File: config.mk
export PLATFORM = sky130hd
export DESIGN_NAME = regfile_access_ctrl
export DESIGN_NICKNAME = d
export VERILOG_FILES = /design/src/rtl/regfile_access_ctrl.sv
export SDC_FILE = /design/constraint.sdc
export NUM_CORES = 1
export LEC_CHECK = 0
export CORE_MARGIN = 1.5
export CORE_UTILIZATION = 50
export DETAILED_ROUTE_END_ITERATION = 12
export DONT_BUFFER_PORTS = 1
export PLACE_DENSITY = 0.68
export SLEW_MARGIN = 20
export SYNTH_ARGS = -nofsm -noshare
export SYNTH_HDL_FRONTEND = slang
export SYNTH_SLANG_ARGS = --single-unit
File: constraint.sdc
create_clock -name clk -period 3.05 [get_ports clk]
set_input_delay 0.7625 -clock clk [delete_from_list [all_inputs] [get_ports clk]]
set_output_delay 0.7625 -clock clk [all_outputs]
set_load 0.005 [all_outputs]
File: src/rtl/regfile_access_ctrl.sv
// Register-file initiator: queues writebacks in a small FIFO and serialises them
// with operand reads through one FSM so reads always observe program-order writes.
module regfile_access_ctrl #(
    parameter int DW       = 32,
    parameter int AW       = 5,
    parameter int WQ_DEPTH = 4
) (
    input  logic          clk,
    input  logic          rst_n,
    input  logic          wb_valid,
    output logic          wb_ready,
    input  logic [AW-1:0] wb_reg,
    input  logic [DW-1:0] wb_data,
    input  logic          rd_valid,
    output logic          rd_ready,
    input  logic [AW-1:0] rd_reg1,
    input  logic [AW-1:0] rd_reg2,
    output logic          rsp_valid,
    input  logic          rsp_ready,
    output logic [DW-1:0] rsp_data1,
    output logic [DW-1:0] rsp_data2,
    output logic [AW-1:0] rf_rreg1,
    output logic [AW-1:0] rf_rreg2,
    output logic          rf_enwr,
    output logic [AW-1:0] rf_regnum,
    output logic [DW-1:0] rf_wrdata,
    input  logic [DW-1:0] rf_rdata1,
    input  logic [DW-1:0] rf_rdata2,
    output logic          busy
);

    localparam int PW = $clog2(WQ_DEPTH);
    localparam int CW = PW + 1;

    typedef enum logic [2:0] {
        S_IDLE,
        S_WR,
        S_WR_END,
        S_RD_ADDR,
        S_RD_CAP,
        S_RSP
    } state_t;

    state_t state, state_next;

    logic [AW-1:0] fifo_reg  [WQ_DEPTH];
    logic [DW-1:0] fifo_data [WQ_DEPTH];
    logic [PW-1:0] wr_ptr, rd_ptr;
    logic [CW-1:0] count;
    logic          empty, full, push, pop;
    logic          rd_fire;
    logic [AW-1:0] rd_reg1_q, rd_reg2_q;

    assign empty    = (count == '0);
    assign full     = (count == CW'(WQ_DEPTH));
    assign wb_ready = !full;
    assign rd_ready = (state == S_IDLE) && empty;
    assign rd_fire  = rd_valid && rd_ready;
    // Writes to register 0 complete the handshake but never reach the file.
    assign push     = wb_valid && !full && (wb_reg != '0);
    assign pop      = (state == S_WR);
    assign busy     = (state != S_IDLE) || !empty;

    assign rf_enwr   = (state == S_WR);
    assign rsp_valid = (state == S_RSP);
    // Addresses fall back to 0 outside a read so every read shows a fresh address.
    assign rf_rreg1  = (state == S_RD_ADDR || state == S_RD_CAP) ? rd_reg1_q : '0;
    assign rf_rreg2  = (state == S_RD_ADDR || state == S_RD_CAP) ? rd_reg2_q : '0;

    always_ff @(posedge clk) begin
        if (push) begin
            fifo_reg[wr_ptr]  <= wb_reg;
            fifo_data[wr_ptr] <= wb_data;
        end
    end

    always_ff @(posedge clk or negedge rst_n) begin
        if (!rst_n) begin
            wr_ptr <= '0;
            rd_ptr <= '0;
            count  <= '0;
        end else begin
            if (push) wr_ptr <= wr_ptr + 1'b1;
            if (pop)  rd_ptr <= rd_ptr + 1'b1;
            case ({push, pop})
                2'b10:   count <= count + 1'b1;
                2'b01:   count <= count - 1'b1;
                default: count <= count;
            endcase
        end
    end

    always_ff @(posedge clk or negedge rst_n) begin
        if (!rst_n) begin
            state <= S_IDLE;
        end else begin
            state <= state_next;
        end
    end

    always_comb begin
        state_next = state;
        case (state)
            S_IDLE: begin
                if (!empty)       state_next = S_WR;
                else if (rd_fire) state_next = S_RD_ADDR;
            end
            S_WR:      state_next = S_WR_END;
            S_WR_END:  state_next = S_IDLE;
            S_RD_ADDR: state_next = S_RD_CAP;
            S_RD_CAP:  state_next = S_RSP;
            S_RSP: begin
                if (rsp_ready) state_next = S_IDLE;
            end
            default:   state_next = S_IDLE;
        endcase
    end

    // Write port and read latches: loaded on the IDLE decision, held otherwise.
    always_ff @(posedge clk or negedge rst_n) begin
        if (!rst_n) begin
            rf_regnum <= '0;
            rf_wrdata <= '0;
            rd_reg1_q <= '0;
            rd_reg2_q <= '0;
        end else if (state == S_IDLE) begin
            if (!empty) begin
                rf_regnum <= fifo_reg[rd_ptr];
                rf_wrdata <= fifo_data[rd_ptr];
            end else if (rd_fire) begin
                rd_reg1_q <= rd_reg1;
                rd_reg2_q <= rd_reg2;
            end
        end
    end

    always_ff @(posedge clk or negedge rst_n) begin
        if (!rst_n) begin
            rsp_data1 <= '0;
            rsp_data2 <= '0;
        end else if (state == S_RD_CAP) begin
            rsp_data1 <= (rd_reg1_q == '0) ? '0 : rf_rdata1;
            rsp_data2 <= (rd_reg2_q == '0) ? '0 : rf_rdata2;
        end
    end

endmodule

[Yosys cells after proc, flatten, opt, wreduce, memory -nomap -nowiden]
Memory sizes are Yosys's and may differ from the RTL's. A register that Yosys moved wholly into a read port is not among the register bits.
Cells that the tools add are included.
Operators by class
  add/subtract/negate cells: 4
  eq/ne operators: 9
  mux-type cells: 11
  bitwise operators: 1
  reductions and logical operators: 20
Operators with widths (number)
  $mux W32: 2
  $pmux W3 S5: 1
  $logic_not A5 Y1: 2
  $mux W5: 2
  $eq A3 B3 Y1 const B: 3
  $mux W3: 3
  $logic_not A3 Y1: 2
  $pmux W3 S2: 1
  $reduce_bool A5 Y1: 1
  $add A2 B1 Y2 const B: 2
  $logic_and A1 B1 Y1: 4
  $logic_not A1 Y1: 4
  $reduce_and A2 Y1: 2
  $add A3 B1 Y3 const B: 1
  $eq A3 B1 Y1 const B: 1
  $eq A3 B2 Y1 const B: 1
  $ne A3 B3 Y1 const B: 1
  $reduce_and A3 Y1: 1
  $reduce_bool A3 Y1: 1
  $sub A3 B1 Y3 const B: 1
  $eq A2 B1 Y1 const B: 1
  $eq A2 B2 Y1 const B: 1
  $logic_or A1 B1 Y1: 2
  $mux W1: 2
  other kinds (3): 3
Word-level totals
  register bits: 84
  RAM bits: 148
  output and inout port bits: 116
  logic and storage cells: 55
  memories: 2
Memories
  fifo_data: words 4, width 32, rd ports 1, clocked after Yosys merged registers in 1, write ports 1, RTL line 47  | logic [DW-1:0] fifo_data [WQ_DEPTH];
  fifo_reg: words 4, width 5, rd ports 1, clocked after Yosys merged registers in 1, write ports 1, RTL line 46  | logic [AW-1:0] fifo_reg [WQ_DEPTH];

[Logic depth before layout (Yosys ltp)]
  word-level depth: 6
  mapped depth: 8
  depth with buffers taken out: 8

[Least setup slack after synthesis]
OpenSTA, ideal clock, no wires.
  path type: input -> register
  from: in wb_reg[0]
  to: reg count[1]
  arrival: 2.426 ns
  data required time: 2.925 ns
  setup slack: 0.499 ns
  stages: 6
  buffers on the path: 0
  path through: or4_4 > o211a_4 > inv_1 > ha_1 > fa_1 > mux2_2
Between the ends
  cells in the longest elaborated chain, start to end: 4
  elaborated cells between the ends (all ways): 6
  those cells by class: 2 x eq/ne; 1 x mux; 3 x reduce/logical
Ends and longest elaborated chain
  start: declaration: RTL line 12  | input logic [AW-1:0] wb_reg,
  $reduce_bool A5 Y1 (*): RTL line 60  | assign push = wb_valid && !full && (wb_reg != '0);
  $logic_and A1 B1 Y1 (*): RTL line 60
  $eq A2 B1 Y1 / $eq A2 B2 Y1 (equally long branches): RTL line 85  | case ({push, pop})
  $pmux W3 S2 / $reduce_bool A2 Y1 (equally long branches)
  end signal: assignment: RTL line 86  | 2'b10: count <= count + 1'b1;
  end signal: assignment: RTL line 87  | 2'b01: count <= count - 1'b1;
  end signal: assignment: RTL line 88  | default: count <= count;
  end: declaration: RTL line 49  | logic [CW-1:0] count;
Every way passes the cells marked *; elsewhere a longest branch is shown, timed or not.
A chain may end at the register's enable or synchronous reset.

[Worst setup path in the final report]
  from: reg state[1]
  to: out rf_rreg1[0]
Between the ends
  cells in the longest elaborated chain, start to end: 3
  elaborated cells between the ends (all ways): 4
  those cells by class: 2 x eq/ne; 1 x mux; 1 x reduce/logical
Ends and longest elaborated chain
  start: declaration: RTL line 44  | state_t state, state_next;
  start signal: assignment: RTL line 97  | state <= state_next;
  $eq A3 B2 Y1 / $eq A3 B3 Y1 (equally long branches): RTL line 67  | assign rf_rreg1 = (state == S_RD_ADDR || state == S_RD_CAP) ? rd_reg1_q : '0;
  $logic_or A1 B1 Y1 (*): RTL line 67
  $mux W5 (*): RTL line 67
  end: declaration: RTL line 22  | output logic [AW-1:0] rf_rreg1,
Marks and branches as above.

==> summary.txt <==
Detailed routing
  • Average routed wire per standard cell: 21.7 µm
  • Drt total wl: 20.3 mm
  • DR iter-0 viols: 411
  • Drt drc: 0
  • Vias: 5216
  • ANT nets after route: 0
  • Vias per cell: 5.58
  • First-pass detailed-route iteration total: 4

Synth
  • Main combinational cell family by area after synthesis: multiplexers
  • EDFF count, synth: 148
  • Seq/Total Area, Yosys: 72.0%
  • Share of synthesized cell area in and, or, nand and nor gates: 6.95%
  • Post-synthesis mux area share: 14.1%
  • XOR/XNOR share of the synthesized area: 0.507%
  • Post-synth top cells: edfxtp_1 (148), nand2_1 (131), dfrtp_1 (121)
  • Synth Area per Inst: 16.2 µm²
  • Most frequent cell after synthesis: edfxtp_1
  • Number of synthesized register bits: 269
  • Top FF cell, synth: edfxtp_1
  • Adder-Cell Fraction of Synth Area: 0.796%
  • Top cells by area, synth: edfxtp_1 (43%), dfrtp_1 (29%), mux4_2 (8.0%)
  • Synth warn: 0
  • Syn_nets: 761
  • Yosys top cell by area: edfxtp_1
  • Synth Area in Compound Gates: 3.51%
  • Synth top area share: 42.8%
  • Synth cell types: 35
  • Mapped Area: 0.0104 mm²
  • FFs w/ async S/R, synth: 45.0%
  • Post-Syn Instances: 639

Layout
  • Max reg flops: 128
  • # diodes: 0
  • Largest Register: fifo_data
  • P&R area growth vs syn: 11.0%
  • Nets: 766
  • Post-layout util: 56.7%
  • Layout cells sized above 1: 23.0%

Clock tree
  • Clk slew on worst S/H paths: 0.06 ns
  • CTS resizes: 0
  • Root Buffer: clkbuf_16
  • CTS H-tree lvls: 1
  • Post-CTS Setup Inserts: 0
  • Clock sinks: 269
  • Clock Path Buffers: 3
  • Num CTS Buffers: 27
  • CTS tree: built
  • Skew-Pair Late Insertion Delay: 0.52 ns

Global route
  • Vias in the first global route: 5491
  • Total track usage: 18.9%
  • GRT Residual Overflow: 0
  • Initial antenna violation count: 0
  • First-pass GRT wire length: 31.3 mm
  • Pin count of the biggest net entering global routing: 122

Worst setup path
  • Crit path capture type: primary output
  • Setup Crit Path Kind: reg2out
  • Worst path arrival time: 2.05 ns
  • Worst path required time: 2.29 ns
  • FF-to-FF Start: count[1]$_DFFE_PN0P_
  • Startpoint Class: flop
  • CP startpoint: state[1]$_DFFE_PN0P_
  • Crit-path max FO: 11

Power
  • Internal power: 8.67 mW
  • Clock share of power: 26.2%
  • Peak supply drop: 0.613 mV
  • Gate power share: 25.2%
  • Sw power: 3.69 mW
  • Power per Cell Area: 1070 mW/mm²
  • Leakage: 4.38 nW
  • Sequential power share: 48.6%
  • Switching Fraction: 29.8%
  • Tot Pwr: 12.4 mW

Floorplanning
  • Core area: 0.0203 mm²
  • Initial Util: 51.1%
  • Die H: 147 µm
  • Cell Rows: 52
  • Boundary Pins: 232
  • Full die area: 0.0216 mm²
  • Die X: 147 µm

Worst hold path
  • Hold Path Class: in2async

Timing
  • Final period utilization: 92.3%
  • Actual slew at the worst max-slew pin: 1.08 ns
  • Relative slew margins: 28.1%
  • Post-route setup TNS: 0 ns
  • Fmax: 355 MHz
  • Unrepaired setup endpoints after global routing: no
  • Setup violations, final: 0
  • WHS: -0.0694 ns
  • Fin crit period: 2.82 ns
  • Max-slew violations: 0
  • Final Hold Vio Count: 121
  • Clock Skews: 0.00982 ns

Placement
  • Routability cong.: 0.822
  • Number of I/O port buffers: 0
  • HPWL Detailed: 13.4 mm

Status
  • Failing checks: negative hold slack
  • Status: finished with violations

Flow run
  • Max Cap Viol: 0
layout make-up:
type	instances	area, µm²
Clock inverter	13	121
Timing Repair Buffer	10	100
Multi-Input combinational cell	331	2690
Sequential cell	269	7470
Inverter	5	18.8
Clock buffer	37	773
Tap cell	270	338
Fill cell	1517	8780
power by group through the flow:
stage                     clock, mW  sequential [mW]  combinational [mW]
after detailed placement          0             6.09                3.17
after CTS                      3.32             6.03                3.18
after global routing           3.48             6.14                3.45
after global placement            0             6.03                3.02
after floorplan                   0             5.66                2.71
final                          3.24             6.00                3.12
kinds of logic (layout without fill, tap and decap cells):
| group | after synthesis | count (layout) |
|---|---|---|
| buffers and inverters | 39 | 65 |
| XOR/XNOR | 6 | 6 |
| AND/OR/NAND/NOR | 164 | 164 |
| adder cells (fa/ha/maj) | 6 | 6 |
| multiplexers | 86 | 86 |
| flip-flops | 269 | 269 |
| AO/OA/AOI/OAI | 69 | 69 |
per-stage QoR:
stage                     cells  setup WS, ns  area, µm²
after floorplan             639         0.499      10400
after global placement      885         0.430      10600
after detailed placement    885         0.365      10600
after CTS                   935         0.219      11500
after global routing        935        0.0949      11500
final                       935         0.235      11500
routing by layer:
layer	GRT usage, %	routed length (µm)	vias to the layer above
met5	0	0	-
met2	33.3	10400	215
met3	6.58	1970	33
li1	-	-	2320
met1	22.3	7470	2648
met4	4.80	419	0
layout by cell type, fill, tap and decap left out, drive strengths merged, types with 2 or more instances in the layout:
cell and count:
xnor2 4, nor2 4, ha 5, edfxtp 148
nor3 3, mux4 37, clkbuf 37, clkinv 8
nand2 131, xor2 2, or3b 2, mux2 49
o21ai 65, inv 7, dfrtp 121, buf 10
bufinv 2, nor3b 2, and2 15, or4 3
final timing paths:
check	depth (start not counted)	to	slack, ns
max	3	rf_rreg1[0]	0.23
min	0	rsp_data1[8]$_DFFE_PN0P_	-0.07
max reg2reg	6	count[1]$_DFFE_PN0P_	0.73
min reg2reg	2	rsp_data1[28]$_DFFE_PN0P_	0.52
max in group asynchronous	0	rd_ptr[0]$_DFFE_PN0P_	2.96
min in group clk	0	fifo_data[3][15]$_DFFE_PP_	0.33
critical path: stages (launching register included):
cell and delay (ns):
dfrtp_1 0.46, or3b_2 0.50, o21ai_1 0.33, and2_1 0.24
No activity file was read; power rests on OpenSTA's default activity.
